<file path="config.mk">
export PLATFORM = sky130hd
export DESIGN_NAME = led_p2s_sync_drv
export DESIGN_NICKNAME = d
export VERILOG_FILES = /design/src/rtl/led_p2s_sync_drv.sv
export SDC_FILE = /design/constraint.sdc
export NUM_CORES = 1
export LEC_CHECK = 0
export ABC_AREA = 1
export CAP_MARGIN = 30
export CORE_MARGIN = 2
export CORE_UTILIZATION = 57
export DETAILED_ROUTE_END_ITERATION = 8
export PLACE_DENSITY_LB_ADDON = 0.05
export SLEW_MARGIN = 0
export SYNTH_ARGS = -nofsm -noshare
export SYNTH_HDL_FRONTEND = slang
export SYNTH_SLANG_ARGS = --single-unit
</file>
<file path="constraint.sdc">
create_clock -name clk -period 3.8 [get_ports clk]
set_clock_uncertainty 0.1 [all_clocks]
set_input_delay 0.76 -clock clk [delete_from_list [all_inputs] [get_ports clk]]
set_output_delay 0.76 -clock clk [all_outputs]
set_load 0.05 [all_outputs]
</file>
<file path="src/rtl/led_p2s_sync_drv.sv">
// led_p2s_sync_drv: parallel-to-serial driver for shift-register LED chains.
// Captures a word, clears the chain, shifts it out on LED_CLK, re-enables.
//
// Ports:
//   clk, rst_n  system clock, asynchronous active-low reset
//   data        WIDTH-bit word, sampled only at frame capture
//   start       frame request, sampled in IDLE when AUTO=0
//   busy        high from the cycle after capture through LATCH
//   done        one-cycle pulse in the LATCH cycle
//   LED_CLK     serial clock, chain samples on its rising edge
//   LED_CLR     active-low chain clear
//   LED_DO      serial data
//   LED_EN      active-high output enable
module led_p2s_sync_drv #(
    parameter int WIDTH       = 16,
    parameter int HALF_PERIOD = 4,
    parameter int CLR_CYCLES  = 2,
    parameter int MSB_FIRST   = 1,
    parameter int AUTO        = 0
) (
    input  logic             clk,
    input  logic             rst_n,
    input  logic [WIDTH-1:0] data,
    input  logic             start,
    output logic             busy,
    output logic             done,
    output logic             LED_CLK,
    output logic             LED_CLR,
    output logic             LED_DO,
    output logic             LED_EN
);

    localparam int DW = $clog2(HALF_PERIOD + 1);
    localparam int BW = $clog2(WIDTH + 1);

    localparam logic [DW-1:0] DIV_LAST = DW'(HALF_PERIOD - 1);
    localparam logic [BW-1:0] BIT_LAST = BW'(WIDTH - 1);
    localparam logic [3:0]    CLR_LAST = 4'(CLR_CYCLES - 1);

    localparam bit MSB_ON  = (MSB_FIRST != 0);
    localparam bit AUTO_ON = (AUTO != 0);
    localparam bit NO_CLR  = (CLR_CYCLES == 0);

    typedef enum logic [1:0] {
        IDLE,
        CLEAR,
        SHIFT,
        LATCH
    } state_t;

    state_t           state, state_n;
    logic [DW-1:0]    div_cnt, div_n;
    logic [BW-1:0]    bit_cnt, bit_n;
    logic [3:0]       clr_cnt, clr_n;
    logic [WIDTH-1:0] sreg, sreg_n;
    logic             phase, ph_n;
    logic             frame_valid, fv_n;
    logic             load;

    logic busy_d, done_d, clk_d, clrb_d, do_d, en_d;

    // State and datapath registers
    always_ff @(posedge clk or negedge rst_n) begin
        if (!rst_n) begin
            state       <= IDLE;
            div_cnt     <= '0;
            bit_cnt     <= '0;
            clr_cnt     <= '0;
            sreg        <= '0;
            phase       <= 1'b0;
            frame_valid <= 1'b0;
        end else begin
            state       <= state_n;
            div_cnt     <= div_n;
            bit_cnt     <= bit_n;
            clr_cnt     <= clr_n;
            sreg        <= sreg_n;
            phase       <= ph_n;
            frame_valid <= fv_n;
        end
    end

    // Next-state and datapath update
    always_comb begin
        state_n = state;
        div_n   = div_cnt;
        bit_n   = bit_cnt;
        clr_n   = clr_cnt;
        sreg_n  = sreg;
        ph_n    = phase;
        fv_n    = frame_valid;
        load    = 1'b0;
        unique case (state)
            IDLE: begin
                load = AUTO_ON || start;
            end
            CLEAR: begin
                if (clr_cnt == CLR_LAST) begin
                    state_n = SHIFT;
                end else begin
                    clr_n = clr_cnt + 4'd1;
                end
            end
            SHIFT: begin
                if (div_cnt == DIV_LAST) begin
                    div_n = '0;
                    if (!phase) begin
                        ph_n = 1'b1;
                    end else begin
                        // End of the high half: advance to the next bit
                        ph_n   = 1'b0;
                        sreg_n = MSB_ON ? (sreg << 1) : (sreg >> 1);
                        bit_n  = bit_cnt + BW'(1);
                        if (bit_cnt == BIT_LAST) begin
                            state_n = LATCH;
                        end
                    end
                end else begin
                    div_n = div_cnt + DW'(1);
                end
            end
            LATCH: begin
                load    = AUTO_ON;
                state_n = IDLE;
            end
        endcase
        if (load) begin
            sreg_n  = data;
            clr_n   = '0;
            state_n = NO_CLR ? SHIFT : CLEAR;
        end
        if (state_n == SHIFT && state != SHIFT) begin
            div_n = '0;
            bit_n = '0;
            ph_n  = 1'b0;
        end
        if (state_n == LATCH) begin
            fv_n = 1'b1;
        end
    end

    // Output decode from the next state so the pins come straight off flops
    always_comb begin
        busy_d = (state_n != IDLE);
        done_d = (state_n == LATCH);
        clk_d  = (state_n == SHIFT) && ph_n;
        clrb_d = (state_n != CLEAR);
        do_d   = (state_n == SHIFT) &&
                 (MSB_ON ? sreg_n[WIDTH-1] : sreg_n[0]);
        en_d   = (state_n == IDLE) ? fv_n : (state_n == LATCH);
    end

    always_ff @(posedge clk or negedge rst_n) begin
        if (!rst_n) begin
            busy    <= 1'b0;
            done    <= 1'b0;
            LED_CLK <= 1'b0;
            LED_CLR <= 1'b1;
            LED_DO  <= 1'b0;
            LED_EN  <= 1'b0;
        end else begin
            busy    <= busy_d;
            done    <= done_d;
            LED_CLK <= clk_d;
            LED_CLR <= clrb_d;
            LED_DO  <= do_d;
            LED_EN  <= en_d;
        end
    end

endmodule

</file>
==> results.md <==
* Status: finished, violations left
* Failing checks: design-rule violations
* Delay-heaviest family, CP: buffers and inverters
* Htree depth at 2
* Netlist cell types at 26
* Dpl hpwl at approximately 2300 um
* Reg-to-Reg Start: state[1]
* FF/Latch Area at 952 um^2
* Starting Density at around three fifths
* CTS Hold Buffers Added at 0
* Final Wtd Congestion at 0.774
* Core area at ~2800 um^2
* First-pass GRT wire length at 5440 um
* Die height at 58.7 um
* Area growth, synth to finish at 19.7%
* Worst-margin pin slew at 0.536 ns
* Buf/Inv on CP at 1
* RSZ-0062 raised after global routing: false
* Crit path required time at 2.94 ns
* Clk Latency, worst-skew pair at 0.36 ns
* Clk buf depth at 2
* Worst setup EP type: output port
* Mux contribution to synthesized area at 0%
* Total gr overflow at 0
* Cells along the critical path: clkdlybuf4s50_1
* Min-Delay Endpoint: frame_valid
* Hold path cells at 1
* Worst Min Path Start: frame_valid
* Synth top area share at 54.3%
* Multi-input logic area at 661 um^2
* Largest net degree at the start of global routing at 39
* Crit path launch type: flop
* Std cell rows at 19
* Iter 0 DRT Violations at 72
* I/O Pins at 25
* Crit path time final at approximately 2.5 ns
* R2R Path End: sreg[11]
* Flop2flop setup slack at ~1.9 ns
* Post-synthesis simple-gate area fraction at 30.2%
* WS Path Type: reg2out
* Critical Path Max Stage Delay at just under 0.8 ns
* Share of layout cells above drive strength 1 at 9.59%
* Vias in the first global route at about 1300
* Top post-synthesis cells by area: dfrtp_1, nand2_1, nand3_1, ha_1, inv_1
* Slowest-stage cell, CP: clkdlybuf4s50_1
* Final hold vios at 0
* Fin Setup TNS at 0 ns
* Mapped Cells at 190
* Clk root buf: clkbuf_4
* Adder-cell area share of the yosys netlist at 3.67%
* Power per cell area at 345 nW/um^2
* Peak supply drop at roughly 0.21 mV
* Pins Over Slew Limit at 0
* Area share of xor/xnor cells in the synthesized design at 1.54%
* Worst EP arrival at 1.67 ns
* Vias at around 1300
* Final antenna diode count at 0
* CTS tree: done
* Fill cells at approximately 230
* Total power at 0.000704 W
* Wirelength per Cell at 12.6 um
* Drt drc at 1
* Clock sinks at 38
* Reg clk slew, reported paths at 0.11 ns
* Worst-path fanout max at 1
* Worst R2R Path Depth at 6
* Max-Cap Viols at 0
* Nets@finish at 242
* Ys Warns at 0
* Endpoints failing setup at 0
* Setup bufs post-CTS at 0
* Largest family of logic cells by synthesized area: simple AND/OR/NAND/NOR gates
* Fmax at ~0.39 GHz
* DRT antenna net count at 0
* Initial DRT Pass Iterations at 6
* Die Footprint at 3440 um^2
* Net count after synthesis at 214
* DR vias/cell at 5.38
* Tcrit/Tclk final at between 60% and 70%
* Final wirelength at 3150 um
* Hold Path Class: reg2reg
* Number of gates resized after CTS at 0
* CP Launch Point: LED_CLR
* Cts bufs inserted at 5
* Post-synthesis register bit count at 38
* IO Port Bufs at 24
* Mean post-synth cell area at 8.97 um^2
* Compound-Gate Fraction of Synth Area at 3.30%
* Initial antenna violation count at 0
* Netlist Area Pre-Place at 1700 um^2
* LEAKAGE at 0.999 nW
* Die X-Extent at about 60 um
* Gr usage total at 21.3%
* Yosys top cell by area: dfrtp_1
* Slew headroom at between 60% and 70%
* Seq/Total Area, Yosys at 55.9%
## metal layers
metal  GRT usage [%]  up-vias  part of all wire [%]
li1                -      670                     -
met1            28.0      628                    45
met2            34.0       40                    48
met3            6.59        6                   5.6
met4            7.14        0                   1.5
met5               0        -                     0
## layout make-up
class                      instances  share of cell area (%)
timing repair buffer              25                    12.1
multi-input combinational        132                    32.4
sequential                        38                    46.7
clock buffer                       5                    1.84
clock inverter                     3                    1.96
tap                               31                    1.90
inverter                          16                    3.07
## how the worst max path moves through the flow
stage	to	slack, ns	cells past startpoint
3_3_place_gp	clr_cnt[0]	1.28	6
6_report	LED_CLR	1.27	1
2_1_floorplan	LED_EN	2.13	11
3_5_place_dp	sreg[11]	1.20	6
5_1_grt	LED_CLR	1.22	1
4_1_cts	LED_CLR	1.25	1
## registers in the layout, summed over array words and instances, names as in the netlist
| signal | count |
|---|---|
| bit_cnt | 5 |
| LED_EN | 1 |
| phase | 1 |
| done | 1 |
| frame_valid | 1 |
| div_cnt | 3 |
| busy | 1 |
| state | 2 |
| LED_DO | 1 |
| LED_CLR | 1 |
| sreg | 16 |
| clr_cnt | 4 |
| LED_CLK | 1 |
## kinds of logic (layout without fill, tap and decap cells)
kind of cell / after synthesis / count (layout)
buffers and inverters: 20 / 49
AO/OA/AOI/OAI: 10 / 10
AND/OR/NAND/NOR: 114 / 114
adder cells (fa/ha/maj): 5 / 5
XOR/XNOR: 3 / 3
flip-flops: 38 / 38
## where the power goes
part	total, W	internal, W	leakage (nW)	switching, W
combinational	0.0000267	0.0000167	0.488	0.0000100
sequential	0.000404	0.000404	0.466	0
clock	0.000273	0.000136	0.0450	0.000137
total	0.000704	0.000557	0.999	0.000147
## cells in the mapped netlist (all sizes together)
master and instances:
o21ai 4, nand2 59, dfrtp 37, nand4 3, nor3 1, buf 4
dfstp 1, a21oi 3, ha 5, o31ai 1, nand3 33, nor2 15
inv 16, xor2 2, or2 3, a211oi 1, xnor2 1, o22ai 1
## stage by stage
step                util (%)  hold WS, ns  instance area, um^2  instances  setup WS, ns
floorplan                  -        0.326                 1700        190          2.13
global placement        69.9        0.336                 1960        242          1.28
detailed placement      69.9        0.341                 1960        242          1.20
CTS                     72.7        0.365                 2040        250          1.25
global route            72.7        0.400                 2040        250          1.22
finish                  72.7        0.362                 2040        250          1.27
## layout by cell type (no fill, tap or decap), drive strengths merged
cell type	Yosys	routed
nand2	59	59
dfrtp	37	37
nand3	33	33
clkdlybuf4s50	0	24
inv	16	16
nor2	15	15
ha	5	5
clkbuf	0	5
o21ai	4	4
or2	3	3
nand4	3	3
a21oi	3	3
xor2	2	2
clkinv	0	2
dfstp	1	1
a211oi	1	1
o22ai	1	1
nor3	1	1
xnor2	1	1
o31ai	1	1
bufinv	0	1
buf	4	1
No activity file was read; power rests on OpenSTA's default activity.
